==> src/rtl/prog_loader.sv <==
`default_nettype none
// ============================================================================
//  Module      : prog_loader
//  Description : Boot-time program loader. Accepts a byte stream over a
//                valid/ready handshake and writes it to consecutive memory
//                addresses starting at a base address, holding the CPU in
//                reset meanwhile. The CPU is released a fixed number of
//                cycles after the last write.
//  Revision    : 1.0 - initial release
// ----------------------------------------------------------------------------
//  Ports
//    clk_i          system clock, all logic on rising edge
//    rst_ni         asynchronous active-low reset
//    start_i        1-cycle pulse: begin load (accepted only in IDLE or ERR)
//    base_addr_i    first write address, sampled on accepted start
//    len_i          byte count, sampled on accepted start (0 allowed)
//    in_valid_i     in_data_i valid
//    in_data_i      byte to write
//    in_ready_o     loader can accept a byte (LOAD state only)
//    mem_addr_o     write address to memory (holds last value)
//    mem_data_o     write data (holds last value)
//    mem_ena_o      bus ownership / chip enable during the write sequence
//    mem_wr_o       one-cycle write strobe
//    cpu_hold_o     1 = keep the CPU in reset
//    busy_o         loader is neither IDLE nor ERR
//    done_o         1-cycle pulse in the cycle cpu_hold_o falls
//    err_o          sticky inter-byte timeout flag, cleared by accepted start
// ============================================================================
module prog_loader #(
  parameter int ADDR_W      = 13,
  parameter int DATA_W      = 8,
  parameter int TIMEOUT_CYC = 1024,
  parameter int HOLD_CYC    = 4
) (
  input  logic              clk_i,
  input  logic              rst_ni,
  input  logic              start_i,
  input  logic [ADDR_W-1:0] base_addr_i,
  input  logic [ADDR_W-1:0] len_i,
  input  logic              in_valid_i,
  input  logic [DATA_W-1:0] in_data_i,
  output logic              in_ready_o,
  output logic [ADDR_W-1:0] mem_addr_o,
  output logic [DATA_W-1:0] mem_data_o,
  output logic              mem_ena_o,
  output logic              mem_wr_o,
  output logic              cpu_hold_o,
  output logic              busy_o,
  output logic              done_o,
  output logic              err_o
);

  // --------------------------------------------------------------------------
  // State encoding
  // --------------------------------------------------------------------------
  localparam logic [2:0] S_IDLE    = 3'd0;
  localparam logic [2:0] S_LOAD    = 3'd1;
  localparam logic [2:0] S_SETUP   = 3'd2;
  localparam logic [2:0] S_STROBE  = 3'd3;
  localparam logic [2:0] S_HOLD    = 3'd4;
  localparam logic [2:0] S_RELEASE = 3'd5;
  localparam logic [2:0] S_ERR     = 3'd6;

  // Counter widths sized with +1 so a parameter value of 1 still yields a
  // legal non-zero width.
  localparam int IDLE_W = $clog2(TIMEOUT_CYC + 1);
  localparam int HOLD_W = $clog2(HOLD_CYC + 1);

  localparam logic [IDLE_W-1:0] IDLE_LAST = IDLE_W'(TIMEOUT_CYC - 1);
  localparam logic [HOLD_W-1:0] HOLD_LAST = HOLD_W'(HOLD_CYC - 1);

  // --------------------------------------------------------------------------
  // Registers
  // --------------------------------------------------------------------------
  logic [2:0]        state_q,    state_d;
  logic [ADDR_W-1:0] base_q,     base_d;
  logic [ADDR_W-1:0] len_q,      len_d;
  logic [ADDR_W-1:0] count_q,    count_d;
  logic [IDLE_W-1:0] idle_q,     idle_d;
  logic [HOLD_W-1:0] hold_cnt_q, hold_cnt_d;
  logic [ADDR_W-1:0] mem_addr_q, mem_addr_d;
  logic [DATA_W-1:0] mem_data_q, mem_data_d;
  logic              cpu_hold_q, cpu_hold_d;
  logic              done_q,     done_d;
  logic              err_q,      err_d;

  // Bytes already written plus the one in flight; modulo 2^ADDR_W so the
  // comparison against len_q and the address sum wrap naturally.
  logic [ADDR_W-1:0] count_inc;
  assign count_inc = count_q + ADDR_W'(1);

  // --------------------------------------------------------------------------
  // Next-state logic
  // --------------------------------------------------------------------------
  always_comb begin
    state_d    = state_q;
    base_d     = base_q;
    len_d      = len_q;
    count_d    = count_q;
    idle_d     = idle_q;
    hold_cnt_d = hold_cnt_q;
    mem_addr_d = mem_addr_q;
    mem_data_d = mem_data_q;
    cpu_hold_d = cpu_hold_q;
    done_d     = 1'b0;
    err_d      = err_q;

    case (state_q)
      S_IDLE, S_ERR: begin
        if (start_i) begin
          base_d     = base_addr_i;
          len_d      = len_i;
          count_d    = '0;
          idle_d     = '0;
          hold_cnt_d = '0;
          err_d      = 1'b0;
          cpu_hold_d = 1'b1;
          // A zero-length load skips straight to the release countdown.
          state_d    = (len_i == '0) ? S_RELEASE : S_LOAD;
        end
      end

      S_LOAD: begin
        // in_ready_o is high throughout LOAD, so valid alone is a handshake.
        // A byte arriving on the final idle cycle takes priority over timeout.
        if (in_valid_i) begin
          mem_addr_d = base_q + count_q;
          mem_data_d = in_data_i;
          idle_d     = '0;
          state_d    = S_SETUP;
        end else if (idle_q == IDLE_LAST) begin
          err_d      = 1'b1;
          state_d    = S_ERR;
        end else begin
          idle_d     = idle_q + IDLE_W'(1);
        end
      end

      S_SETUP: begin
        state_d = S_STROBE;
      end

      S_STROBE: begin
        state_d = S_HOLD;
      end

      S_HOLD: begin
        count_d    = count_inc;
        idle_d     = '0;
        hold_cnt_d = '0;
        state_d    = (count_inc == len_q) ? S_RELEASE : S_LOAD;
      end

      S_RELEASE: begin
        // cpu_hold falls and done pulses together on entry to IDLE.
        if (hold_cnt_q == HOLD_LAST) begin
          cpu_hold_d = 1'b0;
          done_d     = 1'b1;
          state_d    = S_IDLE;
        end else begin
          hold_cnt_d = hold_cnt_q + HOLD_W'(1);
        end
      end

      default: begin
        state_d = S_IDLE;
      end
    endcase
  end

  // --------------------------------------------------------------------------
  // State registers (reset aborts any sequence immediately, even mid-strobe)
  // --------------------------------------------------------------------------
  always_ff @(posedge clk_i or negedge rst_ni) begin
    if (!rst_ni) begin
      state_q    <= S_IDLE;
      base_q     <= '0;
      len_q      <= '0;
      count_q    <= '0;
      idle_q     <= '0;
      hold_cnt_q <= '0;
      mem_addr_q <= '0;
      mem_data_q <= '0;
      cpu_hold_q <= 1'b0;
      done_q     <= 1'b0;
      err_q      <= 1'b0;
    end else begin
      state_q    <= state_d;
      base_q     <= base_d;
      len_q      <= len_d;
      count_q    <= count_d;
      idle_q     <= idle_d;
      hold_cnt_q <= hold_cnt_d;
      mem_addr_q <= mem_addr_d;
      mem_data_q <= mem_data_d;
      cpu_hold_q <= cpu_hold_d;
      done_q     <= done_d;
      err_q      <= err_d;
    end
  end

  // --------------------------------------------------------------------------
  // Outputs: bus controls decode directly from the state register so they
  // drop with the asynchronous reset.
  // --------------------------------------------------------------------------
  assign in_ready_o = (state_q == S_LOAD);
  assign mem_ena_o  = (state_q == S_SETUP) || (state_q == S_STROBE) ||
                      (state_q == S_HOLD);
  assign mem_wr_o   = (state_q == S_STROBE);
  assign busy_o     = (state_q != S_IDLE) && (state_q != S_ERR);
  assign mem_addr_o = mem_addr_q;
  assign mem_data_o = mem_data_q;
  assign cpu_hold_o = cpu_hold_q;
  assign done_o     = done_q;
  assign err_o      = err_q;

endmodule
`default_nettype wire
==> config.mk <==
export PLATFORM = sky130hd
export DESIGN_NAME = prog_loader
export DESIGN_NICKNAME = d
export VERILOG_FILES = /design/src/rtl/prog_loader.sv
export SDC_FILE = /design/constraint.sdc
export NUM_CORES = 1
export LEC_CHECK = 0
export ABC_CLOCK_PERIOD_IN_PS = 2400
export CAP_MARGIN = 20
export CELL_PAD_IN_SITES_DETAIL_PLACEMENT = 2
export CELL_PAD_IN_SITES_GLOBAL_PLACEMENT = 2
export CORE_AREA = 5 5 128 130
export CTS_BUF_LIST = sky130_fd_sc_hd__clkbuf_16
export DETAILED_ROUTE_END_ITERATION = 16
export DIE_AREA = 0 0 133 135
export GPL_TIMING_DRIVEN = 0
export PLACE_DENSITY_LB_ADDON = 0.05
export SYNTH_ARGS = -nofsm -noshare
export SYNTH_HDL_FRONTEND = slang
export SYNTH_SLANG_ARGS = --single-unit
==> constraint.sdc <==
create_clock -name clk_i -period 2.4 [get_ports clk_i]
set_input_delay 0.36 -clock clk_i [delete_from_list [all_inputs] [get_ports clk_i]]
set_output_delay 0.36 -clock clk_i [all_outputs]
set_load 0.1 [all_outputs]
==> results of run 1 <==
## per-stage QoR
step                      instance area (um2)  worst slack [ns]  hold WS [ns]  instances  setup TNS [ns]
after global routing                     5760          -0.00681         0.510        761        -0.00681
after global placement                   5330             -2.28         0.464        741         -183.33
after floorplan                          4440           -0.0321        0.0644        488         -0.0442
after CTS                                5720            0.0144         0.488        761               0
final                                    5760            0.0605         0.478        761               0
after detailed placement                 5350            -0.906         0.373        742           -1.98
## power breakdown
| part | switching, mW | internal, mW |
|---|---|---|
| Sequential | 0.287 | 1.80 |
| Combinational | 2.90 | 1.26 |
| Clock | 0.570 | 0.901 |
| Total | 3.75 | 3.96 |
## timing repair
action / in CTS / in global routing
buffers inserted: 3 / 1
gates resized for setup: 24 / 11
endpoints found under the setup margin: 8 / 24
pin swaps: 1 / 4
hold buffers: 1 / 0
endpoints found under the hold margin: 4 / 0
## state kept, by name, summed over array words and instances, names as in the netlist, 3 cells and up
signal,cells
base_q,13
mem_data_o,8
idle_q,11
hold_cnt_q,3
state_q,3
len_q,13
mem_addr_o,13
count_q,13
## layout make-up
cell class                      instances  share of cell area
Sequential cell                        80               0.348
Inverter                               15             0.00977
Timing Repair Buffer                   71               0.125
Clock inverter                          6              0.0148
Buffer                                 22              0.0200
Tap cell                              188              0.0408
Clock buffer                            9              0.0391
Multi-Input combinational cell        370               0.403
## path summary, 6_finish.rpt
check	endpoint	depth (start not counted)	slack [ns]
min	mem_addr_o[2]	2	0.48
max	busy_o	5	0.06
max in group asynchronous	hold_cnt_q[1]	3	1.26
min in group asynchronous	mem_addr_o[4]	2	0.53
max reg2reg	mem_addr_o[12]	9	0.12
min reg2reg	mem_addr_o[2]	2	0.48
## critical path: cells and delay by family, from the launching register on
kind	cells	cell delay [ns]
buf+inv	3	0.87
flops	1	0.37
simple gates	2	0.39
## cells by family (layout without fill, tap and decap cells)
logic type,count (synthesis),after routing
AO/OA/AOI/OAI,114,114
XOR/XNOR,26,26
adder cells (fa/ha/maj),17,17
buffers and inverters,38,123
flip-flops,80,80
multiplexers,14,14
AND/OR/NAND/NOR,199,199
## per-layer routing
| layer | part of all wire | GRT usage | up-vias | routed length [um] |
|---|---|---|---|---|
| li1 | - | - | 1873 | - |
| met1 | 0.46 | 0.199 | 1969 | 6380 |
| met2 | 0.49 | 0.281 | 53 | 6790 |
| met3 | 0.031 | 0.0354 | 14 | 422 |
| met4 | 0.014 | 0.0485 | 0 | 187 |
| met5 | 0 | 0 | - | 0 |
## cells in the final DEF, fill, tap and decap left out, drive strengths merged, types with 3 or more instances in the layout
cell type        n
nand2          108
dfrtp           80
clkdlybuf4s50   60
o21ai           46
nor2            22
clkbuf          21
a21oi           18
buf             17
ha              16
inv             15
nand3           15
xnor2           13
xor2            13
mux2            12
o31ai           11
nor3            10
or3              6
o21a             6
nand2b           5
and2             5
and3             5
nor2b            4
nor4             4
or4              4
nand4            3
a31oi            3
o22ai            3
o2111ai          3
clkdlybuf4s15    3
==> impl_metrics.env, run 1 <==
export IMPL_status="finished, final reports clean"
export IMPL_synth_area_leaders="dfrtp_1, nand2_1, o21ai_0"
export IMPL_tightestPinTransition_ns=0.988
export IMPL_ctsLongestPathBuffers=2
export IMPL_syn_avg_cell_area_um2=9.07
export IMPL_finalPower_mw=7.72
export IMPL_slowest_delay_ns=0.58
export IMPL_yosysMostFrequentCell="nand2_1"
export IMPL_period_share=0.975
export IMPL_cp_end_kind="output port"
export IMPL_async_flop_share=1.00
export IMPL_clock_sinks=80
export IMPL_clock_latency_ns=0.35
export IMPL_max_cap_violations=0
export IMPL_layout_nets=624
export IMPL_grt_overflow=0
export IMPL_ant_nets=0
export IMPL_ir_drop_mv=0.760
export IMPL_clock_fmax_mhz=427
export IMPL_synth_compound_area_frac=0.166
export IMPL_drt_pass1_iterations=4
export IMPL_yosysTopAreaCellShare=0.452
export IMPL_numCtsBuffers=9
export IMPL_hold_start="mem_addr_o[2]"
export IMPL_rr_startpoint="count_q[0]"
export IMPL_synth_common_cells="nand2_1, dfrtp_1, o21ai_0"
export IMPL_multi_input_area_um2=2320
export IMPL_clk_pin_slew_ns=0.06
export IMPL_h_tree_depth=3
export IMPL_grt_pass1_vias=4398
export IMPL_synth_adder_area_share=0.0498
export IMPL_placementRows=45
export IMPL_fin_crit_ns=2.34
export IMPL_critPathKind="reg2out"
export IMPL_skew_ns=0.00645
export IMPL_final_setup_viol_count=0
export IMPL_drtIter0Drc=143
export IMPL_grtUsageTotal=0.161
export IMPL_yosys_warnings=0
export IMPL_p_per_area_nw_per_um2=1340
export IMPL_synth_seq_cells=80
export IMPL_routed_wl_mm=13.8
export IMPL_synth_cell_types=65
export IMPL_via_count=3909
export IMPL_synthSimpleGateAreaFrac=0.209
export IMPL_synth_top_family_by_area="simple AND/OR/NAND/NOR gates"
export IMPL_fill_cells=1687
export IMPL_syn_area_um2=4430
export IMPL_start_kind="flop"
export IMPL_startpoint="state_q[1]"
export IMPL_hp_class="reg2reg"
export IMPL_n_antenna_cell=0
export IMPL_synthXorXnorAreaFrac=0.0515
export IMPL_vias_per_cell=5.14
export IMPL_grt_pass1_wl_mm=22.9
export IMPL_relSlewSlack=0.339
export IMPL_pin_count=66
export IMPL_die_h_um=135
export IMPL_drive_gt1_frac=0.129
export IMPL_utilization=0.383
export IMPL_syn_inst=488
export IMPL_cp_slowest_cell="clkdlybuf4s15_2"
export IMPL_synth_edf_count=0
export IMPL_die_w_um=133
export IMPL_wl_per_cell_um=18.1
export IMPL_flow_area_growth_from_synthesis_pct=30.2
export IMPL_clock_root_buffer="clkbuf_16"
export IMPL_synthFlopType="dfrtp_1"
export IMPL_grt_max_degree=45
export IMPL_finalHoldViolCount=0
export IMPL_synth_area_mux_share=0.0351
export IMPL_gp_congestion=0.799
export IMPL_grt_antenna_before_repair=0
export IMPL_seqCellArea_um2=2000
export IMPL_port_buffers=65
export IMPL_worstPathRequired_ns=2.04
export IMPL_leakage_nw=2.51
export IMPL_maxSlewViolCount=0
export IMPL_cts_tree="built"
export IMPL_fp_dieArea_um2=18000
export IMPL_syn_num_nets=543
export IMPL_seq_area_frac_synth=0.452
export IMPL_crit_arrival_ns=1.98
export IMPL_yosysTopAreaCell="dfrtp_1"
export IMPL_place_hpwl_mm=10.5
export IMPL_floorplan_core_area_um2=15000
export IMPL_crit_fanout=10
export IMPL_start_util=0.294
export IMPL_drcViolationCount=0
export IMPL_crit_chain="buf_6 > and2b_1 > nor3_2 > inv_1 > clkdlybuf4s15_2"
Power figures use the tool's default switching activity.
==> run 2: changes to the inputs <==
- CORE_AREA: 5 5 128 130 -> 5 5 109 152
- DIE_AREA: 0 0 133 135 -> 0 0 114 157
==> run 2 against run 1 <==
Critical path depth grew 4. Clock skew is 0.0038 ns higher. Global-route usage is 0.13 points higher. Via count unchanged. First-iteration DRC count is 26% lower. Critical path type is now reg2reg. Final area fell by 0.33%. Combinational power about the same. Non-clock buffer count did not move. Core utilization is 0.16 points higher.
==> impl_metrics.env, run 2 (synthesized netlist as in run 1, its figures left out) <==
export IMPL_status="finished, final reports clean"
export IMPL_max_cap_violations=0
export IMPL_drive_gt1_frac=0.134
export IMPL_ir_drop_mv=0.801
export IMPL_grt_max_degree=44
export IMPL_layout_nets=624
export IMPL_drtIter0Drc=106
export IMPL_instances_no_fill=766
export IMPL_die_w_um=114
export IMPL_routed_wl_mm=13.9
export IMPL_clock_root_buffer="clkbuf_16"
export IMPL_skew_ns=0.0102
export IMPL_placementRows=53
export IMPL_start_kind="flop"
export IMPL_fin_crit_ns=2.26
export IMPL_ant_nets=0
export IMPL_ctsLongestPathBuffers=2
export IMPL_pin_count=66
export IMPL_leakage_nw=2.50
export IMPL_h_tree_depth=3
export IMPL_n_antenna_cell=0
export IMPL_grt_pass1_wl_mm=23.0
export IMPL_grtUsageTotal=0.162
export IMPL_p_per_area_nw_per_um2=1320
export IMPL_cp_num_buf_inv=1
export IMPL_drt_pass1_iterations=4
export IMPL_final_cell_mix="nand2_1, dfrtp_1, clkdlybuf4s50_1"
export IMPL_relSlewSlack=0.343
export IMPL_fp_dieArea_um2=17900
export IMPL_slowest_delay_ns=0.47
export IMPL_crit_arrival_ns=2.52
export IMPL_utilization=0.385
export IMPL_numCtsBuffers=9
export IMPL_cp_end_kind="flop"
export IMPL_tightestPinTransition_ns=0.982
export IMPL_worstPathRequired_ns=2.66
export IMPL_start_util=0.297
export IMPL_startpoint="count_q[0]"
export IMPL_multi_input_area_um2=2320
export IMPL_placedCellCount=746
export IMPL_fin_ws_ns=0.139
export IMPL_vias_per_cell=5.10
export IMPL_clock_sinks=80
export IMPL_drcViolationCount=0
export IMPL_tns_ns=0
export IMPL_flow_area_growth_from_synthesis_pct=29.8
export IMPL_grt_overflow=0
export IMPL_period_share=0.942
export IMPL_clk_pin_slew_ns=0.06
export IMPL_finalHoldViolCount=0
export IMPL_cts_tree="built"
export IMPL_grt_pass1_vias=4344
export IMPL_holdBufCountCts=0
export IMPL_via_count=3909
export IMPL_clock_fmax_mhz=442
export IMPL_port_buffers=65
export IMPL_fill_cells=1644
export IMPL_final_setup_viol_count=0
export IMPL_maxSlewViolCount=0
export IMPL_rr_startpoint="count_q[0]"
export IMPL_final_common_cell="nand2_1"
export IMPL_rsz0062_at_grt="no"
export IMPL_gp_congestion=0.811
export IMPL_critical_path_top_delay_family="simple AND/OR/NAND/NOR gates"
export IMPL_post_place_ws_ns=-0.829
export IMPL_critPathKind="reg2reg"
export IMPL_hp_class="in2async"
export IMPL_clock_latency_ns=0.33
export IMPL_die_h_um=157
export IMPL_grt_antenna_before_repair=0
export IMPL_seqCellArea_um2=2000
export IMPL_place_hpwl_mm=10.6
export IMPL_wl_per_cell_um=18.1
export IMPL_floorplan_core_area_um2=14900
export IMPL_cp_slowest_cell="or4_1"
export IMPL_crit_chain="ha_2 > inv_2 > fa_2 > nor2b_1 > o31ai_2 > a21oi_2 > o221a_2 > or4_1 > nand3_1"
export IMPL_crit_fanout=3
-- run 2: layer usage --
layer	vias to the layer above	GRT usage	wire, um
met2	57	0.303	7460
met1	1959	0.188	5810
met4	0	0.0481	216
met3	12	0.0258	388
li1	1881	-	-
met5	-	0	0
-- run 2: report_power, final --
group / leakage, nW / total, mW / switching [mW] / internal (mW)
Sequential: 1.03 / 2.09 / 0.285 / 1.80
Combinational: 1.33 / 4.16 / 2.90 / 1.26
Clock: 0.144 / 1.36 / 0.564 / 0.797
Total: 2.50 / 7.61 / 3.75 / 3.86
-- run 2: final timing paths --
kind,to,slack [ns],depth (start not counted)
setup / recovery,mem_addr_o[12],0.14,9
hold / removal,mem_addr_o[2],0.01,1
setup reg to reg,mem_addr_o[12],0.14,9
hold reg to reg,mem_addr_o[5],0.48,2
max in group asynchronous,base_q[9],1.77,2
min in group clk_i,mem_addr_o[5],0.48,2
-- run 2: area by class of cell --
cell class              count  area share
inverters                  15     0.00980
multi-input cells         370       0.405
clock inverters             7      0.0111
repair buffers             71       0.124
well taps                 192      0.0418
plain buffers              22      0.0205
flip-flops and latches     80       0.349
clock buffers               9      0.0392
-- run 2: repair_timing --
item                                    CTS  global route
pin swaps                                 1             3
endpoints found under the setup margin   11            17
hold endpoints to repair                  0             0
buffers inserted                          3             2
gates resized for setup                  25            14
gates cloned                              0             0
-- run 2: worst reg2reg max path, cell delays in order, from the launching register on --
cell and delay [ns]:
dfrtp_2 0.42, ha_2 0.19, inv_2 0.06, fa_2 0.22, nor2b_1 0.07, o31ai_2 0.26, a21oi_2 0.12, o221a_2 0.27
or4_1 0.47, nand3_1 0.11
-- run 2: stage by stage --
| step | hold WS (ns) | area (um2) | power, mW |
|---|---|---|---|
| finish | 0.00971 | 5740 | 7.61 |
| global route | 0.0393 | 5740 | 8.10 |
| CTS | 0.0199 | 5700 | 7.69 |
| detailed placement | 0.382 | 5360 | 6.26 |
| global placement | 0.462 | 5330 | 6.15 |
| floorplan | 0.0644 | 4440 | 5.09 |
